### src/rtl/axi4lite_pkg.sv
// Shared AXI4-Lite definitions: response codes and channel FSM state encodings.
// Build option: define AXI_RO_ID_REG_EN to make the top register a read-only ID word.
package axi4lite_pkg;

  localparam logic [1:0] RESP_OKAY   = 2'b00;
  localparam logic [1:0] RESP_SLVERR = 2'b10;

  typedef enum logic [1:0] {
    W_IDLE,
    W_HAVE_ADDR,
    W_HAVE_DATA,
    W_RESP
  } wr_state_e;

  typedef enum logic {
    R_IDLE,
    R_RESP
  } rd_state_e;

`ifdef AXI_RO_ID_REG_EN
  localparam bit RO_ID_EN = 1'b1;
`else
  localparam bit RO_ID_EN = 1'b0;
`endif

endpackage

### src/rtl/axi4lite_slave_regfile_if.sv
// AXI4-Lite bus bundle (AW, W, B, AR, R) with master and slave views.
interface axi4lite_if #(
  parameter int ADDR_WIDTH = 2,
  parameter int DATA_WIDTH = 8
);
  logic [ADDR_WIDTH-1:0] s_awaddr;
  logic                  s_awvalid;
  logic                  s_awready;
  logic [DATA_WIDTH-1:0] s_wdata;
  logic                  s_wvalid;
  logic                  s_wready;
  logic [1:0]            s_bresp;
  logic                  s_bvalid;
  logic                  s_bready;
  logic [ADDR_WIDTH-1:0] s_araddr;
  logic                  s_arvalid;
  logic                  s_arready;
  logic [DATA_WIDTH-1:0] s_rdata;
  logic [1:0]            s_rresp;
  logic                  s_rvalid;
  logic                  s_rready;

  modport slave (
    input  s_awaddr, s_awvalid, s_wdata, s_wvalid, s_bready, s_araddr, s_arvalid, s_rready,
    output s_awready, s_wready, s_bresp, s_bvalid, s_arready, s_rdata, s_rresp, s_rvalid
  );

  modport master (
    output s_awaddr, s_awvalid, s_wdata, s_wvalid, s_bready, s_araddr, s_arvalid, s_rready,
    input  s_awready, s_wready, s_bresp, s_bvalid, s_arready, s_rdata, s_rresp, s_rvalid
  );
endinterface

### src/rtl/axi4lite_slave_wr_ctrl.sv
// Write-path controller: pairs AW and W in either order, issues the register commit and the B response.
// Build option AXI_RO_ID_REG_EN: writes to the top index are dropped and answered with SLVERR.
module axi4lite_slave_wr_ctrl
  import axi4lite_pkg::*;
#(
  parameter int ADDR_WIDTH = 2,
  parameter int DATA_WIDTH = 8
) (
  input  logic                  clk,
  input  logic                  rst_n,
  input  logic [ADDR_WIDTH-1:0] awaddr,
  input  logic                  awvalid,
  output logic                  awready,
  input  logic [DATA_WIDTH-1:0] wdata,
  input  logic                  wvalid,
  output logic                  wready,
  output logic [1:0]            bresp,
  output logic                  bvalid,
  input  logic                  bready,
  output logic                  we,
  output logic [ADDR_WIDTH-1:0] waddr,
  output logic [DATA_WIDTH-1:0] wdata_out
);

  wr_state_e             state;
  logic [ADDR_WIDTH-1:0] addr_q;
  logic [DATA_WIDTH-1:0] data_q;
  logic                  aw_hs;
  logic                  w_hs;
  logic                  commit;
  logic                  ro_hit;

  // Readies depend on state only, so a master may legally wait for ready before raising valid.
  assign awready = (state == W_IDLE) || (state == W_HAVE_DATA);
  assign wready  = (state == W_IDLE) || (state == W_HAVE_ADDR);
  assign bvalid  = (state == W_RESP);

  always_comb begin
    // NOTE: every always_comb output gets a default first so no path leaves it unassigned (no latch).
    commit    = 1'b0;
    aw_hs     = awvalid && awready;
    w_hs      = wvalid && wready;
    case (state)
      W_IDLE:      commit = aw_hs && w_hs;
      W_HAVE_ADDR: commit = w_hs;
      W_HAVE_DATA: commit = aw_hs;
      default:     commit = 1'b0;
    endcase
    waddr     = (state == W_HAVE_ADDR) ? addr_q : awaddr;
    wdata_out = (state == W_HAVE_DATA) ? data_q : wdata;
    ro_hit    = RO_ID_EN && (&waddr);
    we        = commit && !ro_hit;
  end

  always_ff @(posedge clk) begin
    // NOTE: sequential state uses non-blocking (<=) so every flop samples pre-edge values.
    if (!rst_n) begin
      state  <= W_IDLE;
      addr_q <= '0;
      data_q <= '0;
      bresp  <= RESP_OKAY;
    end else if (commit) begin
      state <= W_RESP;
      bresp <= ro_hit ? RESP_SLVERR : RESP_OKAY;
    end else begin
      case (state)
        W_IDLE: begin
          if (aw_hs) begin
            addr_q <= awaddr;
            state  <= W_HAVE_ADDR;
          end else if (w_hs) begin
            data_q <= wdata;
            state  <= W_HAVE_DATA;
          end
        end
        W_RESP:  if (bready) state <= W_IDLE;
        default: state <= state;
      endcase
    end
  end

endmodule

### src/rtl/axi4lite_slave_regfile.sv
// AXI4-Lite slave register file: 2^ADDR_WIDTH registers, independent write and read paths.
// Build option AXI_RO_ID_REG_EN: top register is read-only and returns ID_VALUE.
module axi4lite_slave_regfile
  import axi4lite_pkg::*;
#(
  parameter int                  ADDR_WIDTH  = 2,
  parameter int                  DATA_WIDTH  = 8,
  parameter logic [DATA_WIDTH-1:0] RESET_VALUE = '0,
  parameter logic [DATA_WIDTH-1:0] ID_VALUE    = 8'hA5
) (
  input logic        clk,
  input logic        rst_n,
  axi4lite_if.slave  s
);

  localparam int NUM_REGS = 2 ** ADDR_WIDTH;

  logic [DATA_WIDTH-1:0] regs [NUM_REGS];
  logic                  we;
  logic [ADDR_WIDTH-1:0] waddr;
  logic [DATA_WIDTH-1:0] wdata;
  rd_state_e             rd_state;
  logic [DATA_WIDTH-1:0] rdata_q;
  logic [1:0]            rresp_q;

  axi4lite_slave_wr_ctrl #(
    .ADDR_WIDTH (ADDR_WIDTH),
    .DATA_WIDTH (DATA_WIDTH)
  ) u_wr_ctrl (
    .clk       (clk),
    .rst_n     (rst_n),
    .awaddr    (s.s_awaddr),
    .awvalid   (s.s_awvalid),
    .awready   (s.s_awready),
    .wdata     (s.s_wdata),
    .wvalid    (s.s_wvalid),
    .wready    (s.s_wready),
    .bresp     (s.s_bresp),
    .bvalid    (s.s_bvalid),
    .bready    (s.s_bready),
    .we        (we),
    .waddr     (waddr),
    .wdata_out (wdata)
  );

  always_ff @(posedge clk) begin
    // NOTE: the array is reset on purpose; every register must read RESET_VALUE after reset.
    if (!rst_n) begin
      for (int i = 0; i < NUM_REGS; i++) regs[i] <= RESET_VALUE;
    end else if (we) begin
      regs[waddr] <= wdata;
    end
  end

  // A same-edge write and read of one address returns the old value: regs updates after this sample.
  always_ff @(posedge clk) begin
    if (!rst_n) begin
      rd_state <= R_IDLE;
      rdata_q  <= '0;
      rresp_q  <= RESP_OKAY;
    end else begin
      case (rd_state)
        R_IDLE: begin
          if (s.s_arvalid) begin
            rdata_q  <= (RO_ID_EN && (&s.s_araddr)) ? ID_VALUE : regs[s.s_araddr];
            rresp_q  <= RESP_OKAY;
            rd_state <= R_RESP;
          end
        end
        R_RESP:  if (s.s_rready) rd_state <= R_IDLE;
        default: rd_state <= R_IDLE;
      endcase
    end
  end

  assign s.s_arready = (rd_state == R_IDLE);
  assign s.s_rvalid  = (rd_state == R_RESP);
  assign s.s_rdata   = rdata_q;
  assign s.s_rresp   = rresp_q;

endmodule

### src/flat_wrapper.sv
// flat-port wrapper written by rule: the top's interface ports become plain ports
module axi4lite_slave_regfile_flat import axi4lite_pkg::*;
#(
  parameter int                  ADDR_WIDTH  = 2,
  parameter int                  DATA_WIDTH  = 8,
  parameter logic [DATA_WIDTH-1:0] RESET_VALUE = '0,
  parameter logic [DATA_WIDTH-1:0] ID_VALUE    = 8'hA5
)
  (clk, rst_n, s_s_awaddr, s_s_awvalid, s_s_wdata, s_s_wvalid, s_s_bready, s_s_araddr, s_s_arvalid, s_s_rready, s_s_awready, s_s_wready, s_s_bresp, s_s_bvalid, s_s_arready, s_s_rdata, s_s_rresp, s_s_rvalid);
  axi4lite_if #(.ADDR_WIDTH(ADDR_WIDTH), .DATA_WIDTH(DATA_WIDTH)) s_i ();
  input logic clk;
  input logic rst_n;
  input wire logic [$bits(s_i.s_awaddr)-1:0] s_s_awaddr;
  input wire logic [$bits(s_i.s_awvalid)-1:0] s_s_awvalid;
  input wire logic [$bits(s_i.s_wdata)-1:0] s_s_wdata;
  input wire logic [$bits(s_i.s_wvalid)-1:0] s_s_wvalid;
  input wire logic [$bits(s_i.s_bready)-1:0] s_s_bready;
  input wire logic [$bits(s_i.s_araddr)-1:0] s_s_araddr;
  input wire logic [$bits(s_i.s_arvalid)-1:0] s_s_arvalid;
  input wire logic [$bits(s_i.s_rready)-1:0] s_s_rready;
  output wire logic [$bits(s_i.s_awready)-1:0] s_s_awready;
  output wire logic [$bits(s_i.s_wready)-1:0] s_s_wready;
  output wire logic [$bits(s_i.s_bresp)-1:0] s_s_bresp;
  output wire logic [$bits(s_i.s_bvalid)-1:0] s_s_bvalid;
  output wire logic [$bits(s_i.s_arready)-1:0] s_s_arready;
  output wire logic [$bits(s_i.s_rdata)-1:0] s_s_rdata;
  output wire logic [$bits(s_i.s_rresp)-1:0] s_s_rresp;
  output wire logic [$bits(s_i.s_rvalid)-1:0] s_s_rvalid;
  assign s_i.s_awaddr = s_s_awaddr;
  assign s_i.s_awvalid = s_s_awvalid;
  assign s_i.s_wdata = s_s_wdata;
  assign s_i.s_wvalid = s_s_wvalid;
  assign s_i.s_bready = s_s_bready;
  assign s_i.s_araddr = s_s_araddr;
  assign s_i.s_arvalid = s_s_arvalid;
  assign s_i.s_rready = s_s_rready;
  assign s_s_awready = s_i.s_awready;
  assign s_s_wready = s_i.s_wready;
  assign s_s_bresp = s_i.s_bresp;
  assign s_s_bvalid = s_i.s_bvalid;
  assign s_s_arready = s_i.s_arready;
  assign s_s_rdata = s_i.s_rdata;
  assign s_s_rresp = s_i.s_rresp;
  assign s_s_rvalid = s_i.s_rvalid;
  axi4lite_slave_regfile #(.ADDR_WIDTH(ADDR_WIDTH), .DATA_WIDTH(DATA_WIDTH), .RESET_VALUE(RESET_VALUE), .ID_VALUE(ID_VALUE)) u_core (.clk(clk), .rst_n(rst_n), .s(s_i));
endmodule
### config.mk
export PLATFORM = sky130hd
export DESIGN_NAME = axi4lite_slave_regfile_flat
export DESIGN_NICKNAME = d
export VERILOG_FILES = /design/src/rtl/axi4lite_pkg.sv /design/src/rtl/axi4lite_slave_regfile_if.sv /design/src/rtl/axi4lite_slave_wr_ctrl.sv /design/src/rtl/axi4lite_slave_regfile.sv /design/src/flat_wrapper.sv
export SDC_FILE = /design/constraint.sdc
export NUM_CORES = 1
export LEC_CHECK = 0
export CORE_ASPECT_RATIO = 0.6
export CORE_UTILIZATION = 40
export CTS_BUF_LIST = sky130_fd_sc_hd__clkbuf_16
export DETAILED_ROUTE_END_ITERATION = 10
export SYNTH_ARGS = -nofsm -noshare
export SYNTH_HDL_FRONTEND = slang
export SYNTH_SLANG_ARGS = --single-unit
### constraint.sdc
create_clock -name clk -period 2 [get_ports clk]
set_input_delay 0.4 -clock clk [delete_from_list [all_inputs] [get_ports clk]]
set_output_delay 0.4 -clock clk [all_outputs]
set_load 0.01 [all_outputs]
==> flow_metrics.py, run 1 <==
metrics = {
    "outcome": {
        "status": "complete, no violations",
    },
    "sta": {
        "setup_ws_ns": 0.157,
        "final-setup-viol-count": 0,
        "worst_hold_slack_ns": 0.454,
        "rsz0062_at_grt": "false",
        "hold_viol": 0,
        "fin_crit_sh_pct": 92.1,
        "max_freq_ghz": 0.543,
        "period_needed_ns": 1.84,
        "fin_skew_ns": 0.00550,
        "slew_viol_final": 0,
    },
    "yosys": {
        "yosysWarnings": 0,
        "ys_ff_latch": 53,
        "ys_async_sr_fraction_pct": 0,
        "synth_top_area_share_pct": 40.2,
        "yosys.area.top_type": "edfxtp_1",
        "synth.most_common_cell": "edfxtp_1",
        "synthesis.instances": 196,
        "synth_area_per_cell_um2": 12.2,
        "synthTopCellsByCount": "32 x edfxtp_1, 25 x nand2_1, 21 x dfxtp_1",
        "synth_flop_cell": "edfxtp_1",
        "yosysUniqueCellTypes": 32,
        "synth-edff-count": 32,
        "yosysSeqAreaShare_pct": 57.7,
        "synth.cell_area_mm2": 0.00239,
        "synth_area_leaders": "edfxtp_1 40%, dfxtp_1 18%, mux4_2 7.5%, mux2i_1 4.6%, nor4_1 4.2%",
    },
    "cts": {
        "worstSkewPairLatency_ns": 0.28,
        "numCtsBuffers": 5,
        "clock_sinks": 53,
        "root_buffer": "clkbuf_16",
        "htree_levels": 2,
        "cts_setup_buffers": 0,
        "clockBufferDepth": 2,
        "path_clk_slew_ns": 0.06,
        "cts_tree": "yes",
    },
    "route": {
        "drc": 0,
        "antenna_left": 0,
        "via_per_inst": 5.09,
        "drt-total-wl_um": 5100,
        "drtIter0Drc": 82,
        "drt-wirelength-per-cell_um": 15.5,
        "via_count": 1673,
        "dr.pass1.iters": 4,
    },
    "die": {
        "die_h_um": 61.9,
        "die_x_um": 102,
        "start_util_pct": 42.2,
        "dieArea_mm2": 0.00630,
        "pin_count": 36,
        "rows": 21,
        "core_mm2": 0.00568,
    },
    "finish": {
        "drive_gt1_share_pct": 21.3,
        "n_antenna_cell": 0,
        "syn_to_final_growth_pct": 29.0,
        "nNetsFinal": 267,
    },
    "placement": {
        "port_buffers": 31,
        "pre_cts_slack_ns": -0.0374,
        "dp_hpwl_um": 3850,
        "gp_congestion": 0.786,
    },
    "power": {
        "leakagePower_nw": 1.16,
        "ir_worst_vdd_v": 0.000339,
        "power_frac_clock_pct": 32.7,
        "p_sw_uw": 556,
        "pwr-share-seq_pct": 51.9,
        "p_int_mw": 1.87,
        "finalPower_mw": 2.42,
        "p_per_area_mw_per_mm2": 785,
        "combPwrFrac_pct": 15.4,
        "switching_share_pct": 23.0,
    },
    "worst_setup_path": {
        "critPathLaunchType": "flop",
        "critPathArrivalTime_ns": 1.44,
        "crit_type": "reg2out",
        "cpLargestDelayFamily": "buffers and inverters",
        "critPathRequiredTime_ns": 1.60,
        "cp_cell_sequence": "nand2_1 > inv_1 > clkdlybuf4s50_1",
        "path_max_fanout": 6,
        "cp-end-kind": "primary output",
        "cp_slowest_cell": "clkdlybuf4s50_1",
        "path_buf_inv": 2,
        "cpPeakStageDelay_ns": 0.54,
    },
    "global_routing": {
        "grt_pass1_vias": 1468,
        "grt_pass1_wl_um": 7740,
        "met3_usage_pct": 4.81,
        "globalRouteMet2Util_pct": 24.5,
        "grt_util_all_layers_pct": 17.3,
        "gr-total-overflow": 0,
        "antenna_found_initial": 0,
        "grt_max_degree": 16,
        "grt.busiest_layer": "met1",
        "grt_use_met1_pct": 26.4,
    },
    "hold_path": {
        "hold_path_class": "reg2reg",
    },
    "job": {
        "maxCapViolCount": 0,
    },
}
## worst register-to-register path, delay by kind of cell, from the launching register on
family / cells / cell delay [ns]
flops: 1 / 0.39
mux: 1 / 0.27
simple gates: 2 / 0.86
## metrics by stage
stage | utilization (%) | TNS (ns) | instance area [µm²] | instances
2_1_floorplan | - | 0 | 2410 | 199
3_3_place_gp | 51.9 | 0 | 2950 | 321
3_5_place_dp | 51.9 | -0.541 | 2950 | 321
4_1_cts | 54.3 | 0 | 3080 | 329
5_1_grt | 54.4 | 0 | 3090 | 329
6_report | 54.4 | 0 | 3090 | 329
## cell usage in the layout, fill, tap and decap left out, types with 9 or more instances in the layout
master / instances
nor4_1: 16
dfxtp_1: 19
mux2i_1: 11
clkdlybuf4s50_1: 31
nor2_1: 12
buf_4: 29
a21oi_1: 9
nand2_1: 25
edfxtp_1: 32
## power groups by stage
stage                     clock (mW)  combinational (mW)  sequential [mW]
after floorplan                    0               0.210             1.27
after global placement             0               0.370             1.28
after detailed placement           0               0.373             1.28
after CTS                      0.812               0.375             1.26
after global routing           0.864               0.406             1.26
final                          0.792               0.374             1.26
## area by class of cell
cell class                 instances  area, µm²
clock buffer                       5        125
sequential                        53       1380
clock inverter                     3       11.3
multi-input combinational        121        895
fill                             531       2590
tap                               80        100
inverter                           6       22.5
timing repair buffer              61        548
## sequential cells by signal (all words and copies together) (netlist names)
name / flops
u_core.regs: 32
u_core.s.s_rdata: 8
u_core.s.s_rvalid: 1
u_core.u_wr_ctrl.addr_q: 2
u_core.u_wr_ctrl.data_q: 8
u_core.u_wr_ctrl.state: 2
## path summary, 6_finish.rpt
kind                              start  slack (ns)                          to  depth (start not counted)
max           u_core.u_wr_ctrl.state[0]        0.16                  s_s_bvalid                          3
min          u_core.u_wr_ctrl.data_q[2]        0.45  u_core.u_wr_ctrl.data_q[2]                          2
max reg2reg   u_core.u_wr_ctrl.state[1]        0.26           u_core.regs[0][1]                          3
min reg2reg  u_core.u_wr_ctrl.data_q[2]        0.45  u_core.u_wr_ctrl.data_q[2]                          2
## cells by family after synthesis
group	after synthesis	synth area share, %
buf+inv	25	5.75
simple gates	70	15.4
other cells	1	0.157
compound gates	26	7.53
mux	21	13.4
flops	53	57.7
## metal layers
layer / wire length [µm] / share of wire [%]
met1: 2670 / 52
met2: 2070 / 41
met3: 340 / 6.7
met4: 19 / 0.37
met5: 0 / 0
## timing repair
action,4_1_cts,5_1_grt
setup endpoints to repair,0,1
hold buffers,0,0
resized for setup,0,2
Note: power is estimated with default switching activity, not from simulation.
==> run 2, diff against run 1 <==
--- a/config.mk
+++ b/config.mk
@@ -5,6 +5,7 @@
 export SDC_FILE = /design/constraint.sdc
 export NUM_CORES = 1
 export LEC_CHECK = 0
+export ABC_AREA = 1
 export CORE_ASPECT_RATIO = 0.6
 export CORE_UTILIZATION = 40
 export CTS_BUF_LIST = sky130_fd_sc_hd__clkbuf_16
==> run 2 against run 1 <==
Cell count up 27%. Synthesized area up 3.0%. First-iteration DRC count up 12%. Utilization down 0.72 points. Clock power up 3.8%. Sequential power about the same. Critical path depth unchanged. Clock-buffer cell count unchanged. Register-to-register slack better by 0.09 ns. Power up 7.4%. Worst hold slack worse by 0.0089 ns. Largest cell class unchanged. Largest power group unchanged.
==> flow_metrics.py, run 2 <==
metrics = {
    "outcome": {
        "status": "complete, no violations",
    },
    "yosys": {
        "yosysWarnings": 0,
        "synth_area_per_cell_um2": 8.36,
        "synthTopCellsByCount": "62 x nor2_1, 44 x inv_1, 41 x o21ai_0",
        "synthesis.instances": 295,
        "synth_area_leaders": "edfxtp_1 39%, dfxtp_1 17%, nor2_1 9.4%, o21ai_0 8.3%, inv_1 6.7%",
        "yosys.area.top_type": "edfxtp_1",
        "ys_ff_latch": 53,
        "synth-edff-count": 32,
        "yosysSeqAreaShare_pct": 56.0,
        "synth.most_common_cell": "nor2_1",
        "synth_top_area_share_pct": 39.0,
        "yosysUniqueCellTypes": 21,
        "synth_flop_cell": "edfxtp_1",
        "synth.cell_area_mm2": 0.00246,
        "ys_async_sr_fraction_pct": 0,
    },
    "finish": {
        "nNetsFinal": 356,
        "final_common_cell": "nor2_1",
        "final_cell_mix": "62 x nor2_1, 46 x inv_1, 41 x o21ai_0",
        "syn_to_final_growth_pct": 25.2,
        "n_antenna_cell": 0,
        "drive_gt1_share_pct": 10.1,
        "largest_reg_flops": 32,
        "final_util_pct": 53.6,
        "top_register": "u_core.regs",
    },
    "sta": {
        "rsz0062_at_grt": "false",
        "final-setup-viol-count": 0,
        "fin_skew_ns": 0.00587,
        "period_needed_ns": 1.90,
        "slew_viol_final": 0,
        "tns_ns": 0,
        "max_freq_ghz": 0.526,
        "fin_crit_sh_pct": 95.1,
        "hold_viol": 0,
    },
    "global_routing": {
        "grt_util_all_layers_pct": 17.3,
        "grt_max_degree": 18,
        "antenna_found_initial": 0,
        "grt_pass1_wl_um": 8400,
        "grt_pass1_vias": 1720,
        "gr-total-overflow": 0,
    },
    "cts": {
        "clockBufferDepth": 2,
        "clock_sinks": 53,
        "numCtsBuffers": 5,
        "root_buffer": "clkbuf_16",
        "htree_levels": 2,
        "cts_hold_repair.buffers": 0,
        "cts_tree": "yes",
        "worstSkewPairLatency_ns": 0.29,
        "cts_setup_buffers": 0,
        "path_clk_slew_ns": 0.06,
        "cts_resized": 0,
    },
    "die": {
        "core_mm2": 0.00575,
        "die_x_um": 103,
        "dieArea_mm2": 0.00649,
        "pin_count": 36,
        "die_h_um": 62.8,
        "rows": 21,
        "start_util_pct": 42.8,
    },
    "hold_path": {
        "hold_path_class": "reg2reg",
    },
    "route": {
        "via_count": 1934,
        "drt-total-wl_um": 5130,
        "via_per_inst": 4.63,
        "drc": 0,
        "drtIter0Drc": 92,
        "drt-wirelength-per-cell_um": 12.3,
        "dr.pass1.iters": 4,
        "antenna_left": 0,
    },
    "worst_setup_path": {
        "critPathArrivalTime_ns": 1.50,
        "path_buf_inv": 2,
        "cpLargestDelayFamily": "buffers and inverters",
        "critPathRequiredTime_ns": 1.60,
        "cp-end-kind": "primary output",
        "cp_slowest_cell": "clkdlybuf4s50_1",
        "cpPeakStageDelay_ns": 0.54,
        "path_max_fanout": 6,
        "cp_cell_sequence": "nand2_1 > inv_1 > clkdlybuf4s50_1",
        "crit_type": "reg2out",
        "critPathLaunchType": "flop",
    },
    "power": {
        "p_sw_uw": 694,
        "combPwrFrac_pct": 18.8,
        "p_per_area_mw_per_mm2": 843,
        "switching_share_pct": 26.7,
        "p_int_mw": 1.91,
        "power_frac_clock_pct": 31.6,
        "leakagePower_nw": 1.33,
        "ir_worst_vdd_v": 0.000410,
        "finalPower_mw": 2.60,
        "pwr-share-seq_pct": 49.7,
    },
    "job": {
        "maxCapViolCount": 0,
    },
    "placement": {
        "gp_congestion": 0.829,
        "dp_hpwl_um": 3790,
        "port_buffers": 31,
    },
}
==> run 2: cell count changes in the layout (fill, tap and decap cells not counted), sizes merged, moves of 11 or more <==
cell,before,now
nor2,12,63
mux2i,11,0
inv,8,48
a21oi,9,23
buf,30,15
o21ai,2,43
nor4,16,0
nand2,25,42
==> run 2: cell families (layout without fill, tap and decap cells) <==
kind of cell | after synthesis | in the layout | share of synthesized area [%]
compound gates | 66 | 66 | 13.7
buf+inv | 60 | 100 | 10.2
flops | 53 | 53 | 56.0
other cells | 1 | 4 | 0.152
simple gates | 115 | 115 | 19.9
==> run 2: worst reg2reg max path: cells and delay by family (launching register included) <==
family	cells	cell delay [ns]
AO/OA/AOI/OAI	1	0.07
buffers and inverters	3	0.35
flip-flops	1	0.44
AND/OR/NAND/NOR	5	0.50
==> run 2: cell type report <==
type                    instances  area (µm²)
fillers                       531        2670
flip-flops and latches         53        1380
multi-input cells             185         843
repair buffers                 46         448
inverters                      46         173
clock buffers                   5         125
well taps                      80         100
clock inverters                 3        15.0
==> run 2: metal layers <==
| metal | part of all wire (%) | routed length [µm] | global-route usage (%) | vias up |
|---|---|---|---|---|
| met1 | 55 | 2830 | 27.9 | 851 |
| li1 | - | - | - | 1026 |
| met2 | 39 | 2010 | 22.8 | 52 |
| met3 | 4.9 | 249 | 4.03 | 5 |
| met4 | 0.76 | 39 | 4.23 | 0 |
| met5 | 0 | 0 | 0 | - |
==> run 2: path summary, 6_finish.rpt <==
path / slack [ns] / from / depth (start not counted) / to
min: 0.45 / u_core.u_wr_ctrl.data_q[1] / 2 / u_core.u_wr_ctrl.data_q[1]
max: 0.1 / u_core.u_wr_ctrl.state[1] / 3 / s_s_bvalid
min reg2reg: 0.45 / u_core.u_wr_ctrl.data_q[1] / 2 / u_core.u_wr_ctrl.data_q[1]
max reg2reg: 0.35 / u_core.u_wr_ctrl.state[1] / 9 / u_core.regs[2][1]
==> run 2: power by group through the flow <==
stage | Clock (mW) | Sequential, mW | Combinational [mW]
floorplan | 0 | 1.31 | 0.295
finish | 0.822 | 1.29 | 0.489
CTS | 0.835 | 1.29 | 0.491
detailed placement | 0 | 1.32 | 0.489
global placement | 0 | 1.31 | 0.488
global route | 0.872 | 1.30 | 0.556
==> run 2: through the flow <==
stage | cells | hold slack, ns | area (µm²) | setup WS (ns)
3_3_place_gp | 410 | 0.431 | 2950 | 0.0700
3_5_place_dp | 410 | 0.439 | 2950 | 0.0625
5_1_grt | 418 | 0.467 | 3090 | 0.0252
2_1_floorplan | 298 | 0.424 | 2480 | 0.147
6_report | 418 | 0.445 | 3090 | 0.0980
4_1_cts | 418 | 0.449 | 3090 | 0.0461
